$ cat config.mk
export PLATFORM = sky130hd
export DESIGN_NAME = ps2_host_tx
export DESIGN_NICKNAME = d
export VERILOG_FILES = /design/src/rtl/ps2_pkg.sv /design/src/rtl/ps2_line_filter.sv /design/src/rtl/ps2_host_tx.sv
export SDC_FILE = /design/constraint.sdc
export NUM_CORES = 1
export LEC_CHECK = 0
export BUFFER_PORTS_ARGS = -buffer_cell sky130_fd_sc_hd__buf_4
export CORE_MARGIN = 3
export CORE_UTILIZATION = 35
export DETAILED_ROUTE_END_ITERATION = 8
export GPL_ROUTABILITY_DRIVEN = 0
export PLACE_DENSITY = 0.55
export SLEW_MARGIN = 25
export SYNTH_ARGS = -nofsm -noshare
export SYNTH_HDL_FRONTEND = slang
export SYNTH_SLANG_ARGS = --single-unit
$ cat constraint.sdc
create_clock -name clk -period 3.74 [get_ports clk]
set_input_delay 0.935 -clock clk [delete_from_list [all_inputs] [get_ports clk]]
set_output_delay 0.935 -clock clk [all_outputs]
set_load 0.02 [all_outputs]
$ cat src/rtl/ps2_pkg.sv
// Shared PS/2 definitions: transmit FSM states, completion codes, command bytes
// and the frame parity helper used by both the transmit and receive paths.
`timescale 1ns/1ps
package ps2_pkg;

  typedef enum logic [2:0] {
    ST_IDLE      = 3'd0,
    ST_INHIBIT   = 3'd1,
    ST_START     = 3'd2,
    ST_BITS      = 3'd3,
    ST_ACK       = 3'd4,
    ST_WAIT_IDLE = 3'd5,
    ST_DONE      = 3'd6
  } tx_state_e;

  localparam logic [1:0] ERR_OK        = 2'b00;
  localparam logic [1:0] ERR_NO_ACK    = 2'b01;
  localparam logic [1:0] ERR_FIRST_CLK = 2'b10;
  localparam logic [1:0] ERR_BIT_TMO   = 2'b11;

  localparam logic [7:0] CMD_ENABLE = 8'hF4;
  localparam logic [7:0] CMD_RESET  = 8'hFF;
  localparam logic [7:0] RSP_ACK    = 8'hFA;

  // PS/2 frames carry odd parity over the eight data bits
  function automatic logic odd_parity(input logic [7:0] data);
    return ~^data;
  endfunction

endpackage

$ cat src/rtl/ps2_line_filter.sv
// Two-flop synchronizer plus stability filter for a PS/2 pad; emits a one-cycle
// pulse when the filtered level falls from 1 to 0.
`timescale 1ns/1ps
module ps2_line_filter #(
  parameter int FILTER_LEN = 8
) (
  input  logic clk,
  input  logic rst,
  input  logic line_in,
  output logic line_sync,
  output logic fall
);

  localparam int CW = (FILTER_LEN > 1) ? $clog2(FILTER_LEN + 1) : 1;

  logic [1:0]    sync_r;
  logic          filt_r;
  logic          fall_r;
  logic [CW-1:0] cnt_r;
  logic          stable_s;

  assign stable_s  = (cnt_r == CW'(FILTER_LEN - 1));
  assign line_sync = sync_r[1];
  assign fall      = fall_r;

  // Synchronize, then accept a new level only after FILTER_LEN consecutive differing samples
  always_ff @(posedge clk or posedge rst) begin
    if (rst) begin
      sync_r <= 2'b11;
      filt_r <= 1'b1;
      fall_r <= 1'b0;
      cnt_r  <= {CW{1'b0}};
    end else begin
      sync_r <= {sync_r[0], line_in};
      fall_r <= 1'b0;
      if (sync_r[1] == filt_r) begin
        cnt_r <= {CW{1'b0}};
      end else if (stable_s) begin
        filt_r <= sync_r[1];
        fall_r <= filt_r;
        cnt_r  <= {CW{1'b0}};
      end else begin
        cnt_r <= cnt_r + CW'(1);
      end
    end
  end

endmodule

$ cat src/rtl/ps2_host_tx.sv
// Host-to-device PS/2 transmitter: inhibits the bus, issues request-to-send and
// shifts one command byte out on device-generated clocks, then checks the ACK.
`timescale 1ns/1ps
module ps2_host_tx
  import ps2_pkg::*;
#(
  parameter int INHIBIT_CYCLES    = 12_000,
  parameter int START_HOLD        = 200,
  parameter int FIRST_CLK_TIMEOUT = 1_500_000,
  parameter int BIT_TIMEOUT       = 20_000,
  parameter int FILTER_LEN        = 8
) (
  input  logic       clk,
  input  logic       rst,
  input  logic       tx_valid,
  input  logic [7:0] tx_data,
  output logic       tx_ready,
  output logic       busy,
  output logic       tx_done,
  output logic       tx_err,
  output logic [1:0] err_code,
  input  logic       ps2_clk_in,
  input  logic       ps2_data_in,
  output logic       ps2_clk_oe,
  output logic       ps2_data_oe
);

  localparam int MAX_AB = (INHIBIT_CYCLES > START_HOLD) ? INHIBIT_CYCLES : START_HOLD;
  localparam int MAX_CD = (FIRST_CLK_TIMEOUT > BIT_TIMEOUT) ? FIRST_CLK_TIMEOUT : BIT_TIMEOUT;
  localparam int MAX_CYC = (MAX_AB > MAX_CD) ? MAX_AB : MAX_CD;
  localparam int CNT_W = $clog2(MAX_CYC + 1);

  tx_state_e    state_r, state_s;
  logic [CNT_W-1:0] cnt_r;
  logic [3:0]   bit_cnt_r, bit_cnt_s;
  logic [8:0]   shift_r;
  logic         drv_r, drv_s;
  logic [1:0]   err_pend_r, err_pend_s;
  logic [1:0]   data_sync_r;
  logic         accept_s, cnt_clr_s;
  logic         clk_oe_s, data_oe_s;
  logic         clk_sync_s, clk_fall_s, data_sync_s;
  logic         inhibit_hit_s, start_hit_s, first_hit_s, bit_hit_s, tmo_s;
  logic         clk_oe_r, data_oe_r, tx_ready_r, busy_r, tx_done_r, tx_err_r;
  logic [1:0]   err_code_r;

  ps2_line_filter #(.FILTER_LEN(FILTER_LEN)) u_clk_filter (
    .clk       (clk),
    .rst       (rst),
    .line_in   (ps2_clk_in),
    .line_sync (clk_sync_s),
    .fall      (clk_fall_s)
  );

  assign data_sync_s   = data_sync_r[1];
  assign inhibit_hit_s = (cnt_r == CNT_W'(INHIBIT_CYCLES - 1));
  assign start_hit_s   = (cnt_r == CNT_W'(START_HOLD - 1));
  assign first_hit_s   = (cnt_r == CNT_W'(FIRST_CLK_TIMEOUT - 1));
  assign bit_hit_s     = (cnt_r == CNT_W'(BIT_TIMEOUT - 1));
  assign tmo_s         = (bit_cnt_r == 4'd0) ? first_hit_s : bit_hit_s;

  assign ps2_clk_oe  = clk_oe_r;
  assign ps2_data_oe = data_oe_r;
  assign tx_ready    = tx_ready_r;
  assign busy        = busy_r;
  assign tx_done     = tx_done_r;
  assign tx_err      = tx_err_r;
  assign err_code    = err_code_r;

  // Next-state, frame bit selection and line-drive decode
  always_comb begin
    state_s    = state_r;
    bit_cnt_s  = bit_cnt_r;
    drv_s      = drv_r;
    err_pend_s = err_pend_r;
    accept_s   = 1'b0;
    cnt_clr_s  = 1'b0;
    clk_oe_s   = 1'b0;
    data_oe_s  = 1'b0;
    case (state_r)
      ST_IDLE: begin
        if (tx_valid) begin
          state_s    = ST_INHIBIT;
          accept_s   = 1'b1;
          err_pend_s = ERR_OK;
          bit_cnt_s  = 4'd0;
        end else begin
          state_s = ST_IDLE;
        end
      end
      ST_INHIBIT: begin
        if (inhibit_hit_s) state_s = ST_START;
        else               state_s = ST_INHIBIT;
      end
      ST_START: begin
        if (start_hit_s) begin
          state_s   = ST_BITS;
          drv_s     = 1'b1;
          bit_cnt_s = 4'd0;
        end else begin
          state_s = ST_START;
        end
      end
      ST_BITS: begin
        // Bits 0..7 are data, 8 is parity; fall #10 releases the line as the stop bit
        if (clk_fall_s) begin
          cnt_clr_s = 1'b1;
          if (bit_cnt_r <= 4'd8) begin
            drv_s     = ~shift_r[bit_cnt_r];
            bit_cnt_s = bit_cnt_r + 4'd1;
          end else begin
            drv_s     = 1'b0;
            bit_cnt_s = 4'd10;
            state_s   = ST_ACK;
          end
        end else if (tmo_s) begin
          state_s    = ST_DONE;
          drv_s      = 1'b0;
          err_pend_s = (bit_cnt_r == 4'd0) ? ERR_FIRST_CLK : ERR_BIT_TMO;
        end else begin
          state_s = ST_BITS;
        end
      end
      ST_ACK: begin
        if (clk_fall_s) begin
          cnt_clr_s  = 1'b1;
          err_pend_s = data_sync_s ? ERR_NO_ACK : ERR_OK;
          state_s    = ST_WAIT_IDLE;
        end else if (bit_hit_s) begin
          state_s    = ST_DONE;
          err_pend_s = ERR_BIT_TMO;
        end else begin
          state_s = ST_ACK;
        end
      end
      ST_WAIT_IDLE: begin
        if (clk_sync_s && data_sync_s) begin
          state_s = ST_DONE;
        end else if (bit_hit_s) begin
          state_s    = ST_DONE;
          err_pend_s = ERR_BIT_TMO;
        end else begin
          state_s = ST_WAIT_IDLE;
        end
      end
      ST_DONE: state_s = ST_IDLE;
      default: begin
        state_s = ST_IDLE;
        drv_s   = 1'b0;
      end
    endcase

    if (state_s != state_r) cnt_clr_s = 1'b1;
    else                    cnt_clr_s = cnt_clr_s;

    // Line drives follow the next state so timeouts release both lines on entry to DONE
    case (state_s)
      ST_INHIBIT: clk_oe_s = 1'b1;
      ST_START: begin
        clk_oe_s  = 1'b1;
        data_oe_s = 1'b1;
      end
      ST_BITS: data_oe_s = drv_s;
      default: begin
        clk_oe_s  = 1'b0;
        data_oe_s = 1'b0;
      end
    endcase
  end

  // State, counters, frame register and registered outputs
  always_ff @(posedge clk or posedge rst) begin
    if (rst) begin
      state_r     <= ST_IDLE;
      cnt_r       <= {CNT_W{1'b0}};
      bit_cnt_r   <= 4'd0;
      shift_r     <= 9'd0;
      drv_r       <= 1'b0;
      err_pend_r  <= ERR_OK;
      data_sync_r <= 2'b11;
      clk_oe_r    <= 1'b0;
      data_oe_r   <= 1'b0;
      tx_ready_r  <= 1'b1;
      busy_r      <= 1'b0;
      tx_done_r   <= 1'b0;
      tx_err_r    <= 1'b0;
      err_code_r  <= ERR_OK;
    end else begin
      state_r     <= state_s;
      bit_cnt_r   <= bit_cnt_s;
      drv_r       <= drv_s;
      err_pend_r  <= err_pend_s;
      data_sync_r <= {data_sync_r[0], ps2_data_in};
      clk_oe_r    <= clk_oe_s;
      data_oe_r   <= data_oe_s;
      tx_ready_r  <= (state_s == ST_IDLE);
      busy_r      <= (state_s != ST_IDLE);
      tx_done_r   <= (state_s == ST_DONE);
      if (cnt_clr_s) begin
        cnt_r <= {CNT_W{1'b0}};
      end else if (cnt_r != {CNT_W{1'b1}}) begin
        cnt_r <= cnt_r + CNT_W'(1);
      end else begin
        cnt_r <= cnt_r;
      end
      if (accept_s) begin
        shift_r <= {odd_parity(tx_data), tx_data};
      end else begin
        shift_r <= shift_r;
      end
      if (state_s == ST_DONE) begin
        tx_err_r   <= (err_pend_s != ERR_OK);
        err_code_r <= err_pend_s;
      end else begin
        tx_err_r   <= tx_err_r;
        err_code_r <= err_code_r;
      end
    end
  end

endmodule
==> Implementation_results.wiki, run 1 <==
{| class="wikitable"
! Metric !! Value
|-
| Status || finished, final reports clean
|-
| Summed instance area of the synthesized netlist || roughly 3100 sq um
|-
| TritonCTS clock tree || done
|-
| Length in cells of the worst reg-to-reg path || 7
|-
| RSZ-0062 raised after global routing || no
|-
| Leading cell type in the layout, fill and taps excluded || dfrtp_1
|-
| Number of inserted filler cells in the final layout || 829
|-
| Starting density of the core || between 30% and 40%
|-
| Total power after layout || approximately 1.3 mW
|-
| Inserted Clock Buffers || 9
|-
| Crit start category || flop
|-
| Y dimension of the die || 99.4 um
|-
| PostCTS Resize Cnt || 0
|-
| Sequential cell area fraction in the yosys report || between 40 and 50%
|-
| Global-route usage over all layers || approximately 14%
|-
| Hold depth || 0
|-
| Design Area, Final || 3510 sq um
|-
| Worst-case headroom to the max-slew limit || between 40% and 50%
|-
| Main synth FF type || dfrtp_1
|-
| Commonest cells after routing, fill and taps aside || dfrtp_1 (52), nor2_1 (38), buf_4 (24), nand2_1 (20), nor3_1 (15)
|-
| Setup slack after placement || 0.832 ns
|-
| Layout overhead on the synthesized area || 15.0%
|-
| Detail-routed net length per standard cell || around 15 um
|-
| Synth unique cells || between 50 and 60
|-
| Leakage || 1.51 nW
|-
| Clock slew seen by the registers of the worst setup and hold paths || around 0.07 ns
|-
| Pin count of the biggest net entering global routing || 27
|-
| Detail Placement HPWL || roughly 4.7 mm
|-
| Slack of the critical path || approximately 0.88 ns
|-
| WP data arrival || 3.11 ns
|-
| Kind of end point of the critical path || flop
|-
| Full die area || about 10000 sq um
|-
| Post-Place Cells || 418
|-
| Synthesized Nets || about 320
|-
| Fin. Hold Viols || 0
|-
| Share of the clock period used by the worst path || roughly three quarters
|-
| Number of global-route vias before repair || roughly 2,300
|-
| Remaining routing DRC violations || 0
|-
| Count of input and output buffers || 20
|-
| Count of antenna-violating nets left after detailed routing || 0
|-
| Placeable core region || between 8000 and 9000 sq um
|-
| Site row count || 33
|-
| Number of instances in the synthesized netlist || ~300
|-
| Clock sink count || 58
|-
| Number of enable flip-flop cells after synthesis || 0
|-
| Number of max-slew violations in the final report || 0
|-
| Total grt overflow || 0
|-
| Number of diodes added for antenna fixing || 0
|-
| Number of violations of the max-capacitance limit || 0
|-
| Final cell utilization of the core || 42.1%
|-
| Total number of yosys warnings || 0
|-
| Die Wd || roughly 99 um
|-
| Initial antenna violation count || 0
|-
| Post-CTS repair timing setup buffer count || 0
|-
| Slew at the pin closest to its max-slew limit || ~0.9 ns
|-
| Post-route clock skew || about 0.011 ns
|-
| CTS H-Tree Depth || 3
|-
| Count of routing violations after the opening detailed-route iteration || 85
|-
| Path type of the worst setup path || flop to flop
|-
| Post-synthesis async set-or-reset flop share || 100%
|-
| Placed Instance Area || around 3300 sq um
|-
| Final-report setup violation count || 0
|-
| Peak clock frequency supported by timing || 349 MHz
|-
| Number of register bits inferred by synthesis || 58
|-
| Hold Worst Slack || about 0.36 ns
|-
| Total iterations of the first detailed-routing run || 4
|-
| Clk root buf || clkbuf_8
|-
| Total negative slack for setup checks || 0 ns
|-
| Total detailed-routing wirelength || ~6.5 mm
|-
| Via count || 2,311
|-
| Average via count per standard cell || 5.32
|-
| Number of I/O pins || 21
|-
| Final Non-Filler Cells || 434
|-
| Number of buffers on the longest clock path || 2
|-
| Avg Synthesized Cell Area || about 10 sq um
|-
| Net count reported at finish || between 300 and 400
|-
| Share of post-route cells with drive strength above 1 || 20.4%
|-
| Later-pin clock latency in the skew report || approximately 0.35 ns
|-
| Post-cts hold buffer count || 0
|-
| Wire length of the first global-routing pass || between 10 and 15 mm
|-
| Tmin final || between 2 and 3 ns
|-
| Critical Path RT || roughly 4 ns
|-
| Max rail drop VDD || between 0.15 and 0.2 mV
|-
| Power density of the placed cells || 384 nW/um^2
|-
| Worst hold path type || flop to flop
|-
| Critical Path Fanout Max || 21
|}
==> worst paths after layout <==
check,from,end,slack (ns)
hold / removal,u_clk_filter.sync_r[0],u_clk_filter.sync_r[1],0.36
setup reg to reg,cnt_r[12],cnt_r[8],0.88
min in group asynchronous,rst,cnt_r[1],0.56
hold reg to reg,u_clk_filter.sync_r[0],u_clk_filter.sync_r[1],0.36
setup / recovery,cnt_r[12],cnt_r[8],0.88
max in group asynchronous,rst,tx_ready,2.47
==> layer usage <==
metal | part of all wire, % | routed length [um] | GRT usage, % | up-vias
li1 | - | - | - | 1120
met1 | 48 | 3110 | 19.7 | 1113
met2 | 44 | 2840 | 20.5 | 62
met3 | 5.0 | 323 | 3.37 | 16
met4 | 3.0 | 191 | 7.88 | 0
met5 | 0 | 0 | 0 | -
==> sequential cells by signal, summed over array words and instances (netlist names), 2 cells and up <==
name / cells
cnt_r: 21
shift_r: 9
bit_cnt_r: 4
u_clk_filter.cnt_r: 4
state_r: 3
data_sync_r: 2
err_code: 2
err_pend_r: 2
u_clk_filter.sync_r: 2
==> cell type report <==
cell class	count	area (sq um)	share of cell area [%]
Inverter	9	33.8	0.962
Tap cell	105	131	3.74
Clock buffer	10	138	3.92
Timing Repair Buffer	24	180	5.13
Clock inverter	6	66.3	1.89
Multi-Input combinational cell	222	1500	42.8
Sequential cell	58	1460	41.6
==> synthesized netlist by cell type, drive strengths merged (8+ instances only) <==
cell / count / share of area [%]
inv: 9 / 1.1
xnor2: 13 / 3.7
nor2: 38 / 4.7
a21oi: 9 / 1.5
nand2: 20 / 2.5
clkbuf: 8 / 0.98
dfrtp: 52 / 43
xor2: 13 / 3.7
mux2: 12 / 4.4
nand3: 12 / 2.1
nor3: 16 / 2.8
==> critical path, cell delays in order (launching register included) <==
cell       delay [ns]
dfrtp_1          0.44
nor3_1           0.42
nand3b_1         0.19
or2_1            0.31
a2111oi_4        0.35
a21oi_1          0.11
a311o_1          0.62
a311oi_1         0.32
==> power breakdown <==
| part | leakage [nW] | internal, mW | switching [mW] |
|---|---|---|---|
| combinational | 0.675 | 0.0459 | 0.0399 |
| clock | 0.0945 | 0.325 | 0.259 |
| sequential | 0.737 | 0.659 | 0.0180 |
==> cell families after synthesis <==
logic type      after synthesis  synth area share [%]
flops                        58                  47.8
fa+ha+maj                     4                  1.64
buf+inv                      21                  2.95
mux                          16                  6.56
simple gates                138                  24.4
compound gates               38                  9.18
xor+xnor                     26                  7.46
(Power assumes the default switching activity.)
==> run 2: changes to the inputs <==
- PLACE_DENSITY: 0.55 -> 0.57
- clock period: 3.74 -> 2.5 ns (I/O delays scaled with it)
==> run 2 against run 1 <==
Compared with the run above: first-iteration DRC count down 12%; sequential cell count unchanged; setup slack got worse by 0.78 ns; largest power group unchanged.
==> Implementation_results.wiki, run 2 (synthesis gave the netlist of run 1 again) <==
{| class="wikitable"
! Metric !! Value
|-
| Share of post-route cells with drive strength above 1 || 33.3% (was 20.4%)
|-
| Critical path cell sequence || nor4_4, nand3_2, buf_4, nor3_2, buf_4, a2111oi_4, buf_4, a311o_2, buf_6, nor2_1 (was nor3_1, nand3b_1, or2_1, a2111oi_4, a21oi_1, a311o_1, a311oi_1)
|-
| Largest register FFs || 21 (unchanged)
|-
| Via count || 2,455 (was 2,311)
|-
| Pin count of the biggest net entering global routing || 31 (was 27)
|-
| Total negative slack for setup checks || 0 ns (unchanged)
|-
| Layout overhead on the synthesized area || 27.0% (was 15.0%)
|-
| Slew at the pin closest to its max-slew limit || 0.554 ns (was 0.881 ns)
|-
| Share of the clock period used by the worst path || 96.1% (was 76.5%)
|-
| Commonest cells after routing, fill and taps aside || buf_4 (58), dfrtp_1 (51), nor2_1 (28), nand2_1 (20) (was dfrtp_1 (52), nor2_1 (38), buf_4 (24), nand2_1 (20), nor3_1 (15))
|-
| Remaining routing DRC violations || 0 (unchanged)
|-
| Leakage || 1.70 nW (was 1.51 nW)
|-
| Final Non-Filler Cells || 471 (was 434)
|-
| Worst-case headroom to the max-slew limit || 62.7% (was 41.3%)
|-
| Largest reg by FF count || cnt_r (unchanged)
|-
| Crit start category || flop (unchanged)
|-
| Placed Instance Area || 3570 sq um (was 3310 sq um)
|-
| Final-report setup violation count || 0 (unchanged)
|-
| Fin. Hold Viols || 0 (unchanged)
|-
| Power density of the placed cells || 522 nW/um^2 (was 384 nW/um^2)
|-
| Critical Path RT || 2.78 ns (was 3.99 ns)
|-
| Minimum setup slack among reg-to-reg paths || 0.1 ns (was 0.88 ns)
|-
| Max rail drop VDD || 0.239 mV (was 0.172 mV)
|-
| Clock sink count || 58 (unchanged)
|-
| Count of antenna-violating nets left after detailed routing || 0 (unchanged)
|-
| Design Area, Final || 3880 sq um (was 3510 sq um)
|-
| CTS H-Tree Depth || 3 (unchanged)
|-
| Wire length of the first global-routing pass || 11.7 mm (was 11.1 mm)
|-
| Total grt overflow || 0 (unchanged)
|-
| Number of buffers on the longest clock path || 2 (unchanged)
|-
| Post-Place Cells || 453 (was 418)
|-
| Site row count || 33 (unchanged)
|-
| Post-route clock skew || 0.00776 ns (was 0.0105 ns)
|-
| Global-route usage over all layers || 14.9% (was 14.2%)
|-
| Y dimension of the die || 99.4 um (unchanged)
|-
| Net count reported at finish || 378 (was 341)
|-
| Number of diodes added for antenna fixing || 0 (unchanged)
|-
| Crit-path slowest cell || a311o_2 (was a311o_1)
|-
| Full die area || 9880 sq um (unchanged)
|-
| Clk root buf || clkbuf_8 (unchanged)
|-
| Length in cells of the worst reg-to-reg path || 10 (was 7)
|-
| Count of input and output buffers || 20 (unchanged)
|-
| Critical Path Fanout Max || 6 (was 21)
|-
| Total detailed-routing wirelength || 6.78 mm (was 6.46 mm)
|-
| Number of max-slew violations in the final report || 0 (unchanged)
|-
| TritonCTS clock tree || done (unchanged)
|-
| Inserted Clock Buffers || 9 (unchanged)
|-
| Hold Worst Slack || 0.356 ns (was 0.357 ns)
|-
| Placeable core region || 8340 sq um (unchanged)
|-
| Path type of the worst setup path || flop to flop (unchanged)
|-
| Number of violations of the max-capacitance limit || 0 (unchanged)
|-
| Average via count per standard cell || 5.21 (was 5.32)
|-
| Leading cell type in the layout, fill and taps excluded || buf_4 (was dfrtp_1)
|-
| WP data arrival || 2.68 ns (was 3.11 ns)
|-
| Worst hold path type || input port to async pin (was flop to flop)
|-
| Critical Path Most Common Cell || buf_4
|-
| RSZ-0062 raised after global routing || yes (was no)
|-
| Detail-routed net length per standard cell || 14.4 um (was 14.9 um)
|-
| R2R Path Start || cnt_r[20] (was cnt_r[12])
|-
| End of the worst register-to-register path || cnt_r[6] (was cnt_r[8])
|-
| Clock slew seen by the registers of the worst setup and hold paths || 0.07 ns (about the same)
|-
| Registers with the most flip-flops || cnt_r: 21 flops, shift_r: 9 flops (unchanged)
|-
| Initial antenna violation count || 0 (unchanged)
|-
| Peak clock frequency supported by timing || 416 MHz (was 349 MHz)
|-
| Starting density of the core || 36.6% (unchanged)
|-
| Total iterations of the first detailed-routing run || 4 (unchanged)
|-
| Slowest cell delay on critical path || 0.46 ns (was 0.62 ns)
|-
| Later-pin clock latency in the skew report || 0.34 ns (was 0.35 ns)
|-
| Die Wd || 99.4 um (unchanged)
|-
| Tmin final || 2.40 ns (was 2.86 ns)
|-
| Kind of end point of the critical path || flop (unchanged)
|-
| Count of routing violations after the opening detailed-route iteration || 75 (was 85)
|-
| Detail Placement HPWL || 5.04 mm (was 4.70 mm)
|-
| Status || finished, final reports clean (unchanged)
|-
| Final cell utilization of the core || 46.5% (was 42.1%)
|-
| Number of global-route vias before repair || 2,465 (was 2,256)
|-
| Number of I/O pins || 21 (unchanged)
|}
[run 2: cell types whose count changed in the layout (fill, tap and decap cells not counted), moves of 3 or more]
cell    before  now
nor2_4       0    4
buf_6        0    3
nor3_1      15   12
nor2_2       0    6
nor2_1      38   28
nor3_2       1    4
buf_4       24   58
[run 2: cell type report]
type	instances	area, sq um
clock buffers	10	138
clock inverters	6	66.3
fillers	801	4460
inverters	9	33.8
multi-input cells	222	1580
flip-flops and latches	58	1460
well taps	105	131
repair buffers	61	469
[run 2: through the flow]
step,setup slack [ns],power (mW)
floorplan,0.120,1.12
global placement,0.0414,1.16
detailed placement,-0.00719,1.16
CTS,0.00776,2.06
global route,-0.0747,2.12
finish,0.0984,2.02
[run 2: timing repair]
item                                    4_1_cts  5_1_grt
hold buffers                                  0        0
endpoints found under the setup margin       12       25
resized for setup                             1       25
buffers inserted                              0        2
pin swaps                                     0        9
[run 2: worst max-delay path, delay by kind of cell (launching register included)]
family / cells / cell delay, ns
buf+inv: 4 / 0.63
compound gates: 2 / 0.50
flops: 1 / 0.42
simple gates: 4 / 0.78
[run 2: how the worst max path moves through the flow]
stage,depth (start not counted),end,from,slack [ns]
after floorplan,8,cnt_r[16],cnt_r[17],0.12
after detailed placement,8,cnt_r[17],cnt_r[17],-0.007
after global placement,8,cnt_r[7],cnt_r[17],0.04
final,10,cnt_r[6],cnt_r[20],0.1
after global routing,8,cnt_r[0],cnt_r[20],-0.07
after CTS,8,cnt_r[10],cnt_r[17],0.008
[run 2: metal layers]
| layer | part of all wire [%] | routed length [um] | vias to the layer above | global-route usage [%] |
|---|---|---|---|---|
| met3 | 4.3 | 292 | 12 | 4.07 |
| met4 | 2.6 | 174 | 0 | 6.72 |
| met2 | 46 | 3110 | 59 | 22.0 |
| met5 | 0 | 0 | - | 0 |
| li1 | - | - | 1197 | - |
| met1 | 47 | 3200 | 1187 | 20.5 |
[run 2: power breakdown]
group	internal [mW]	leakage [nW]	switching (mW)
logic	0.0694	0.871	0.0610
clock network	0.486	0.0945	0.396
registers	0.986	0.735	0.0270
total	1.54	1.70	0.484
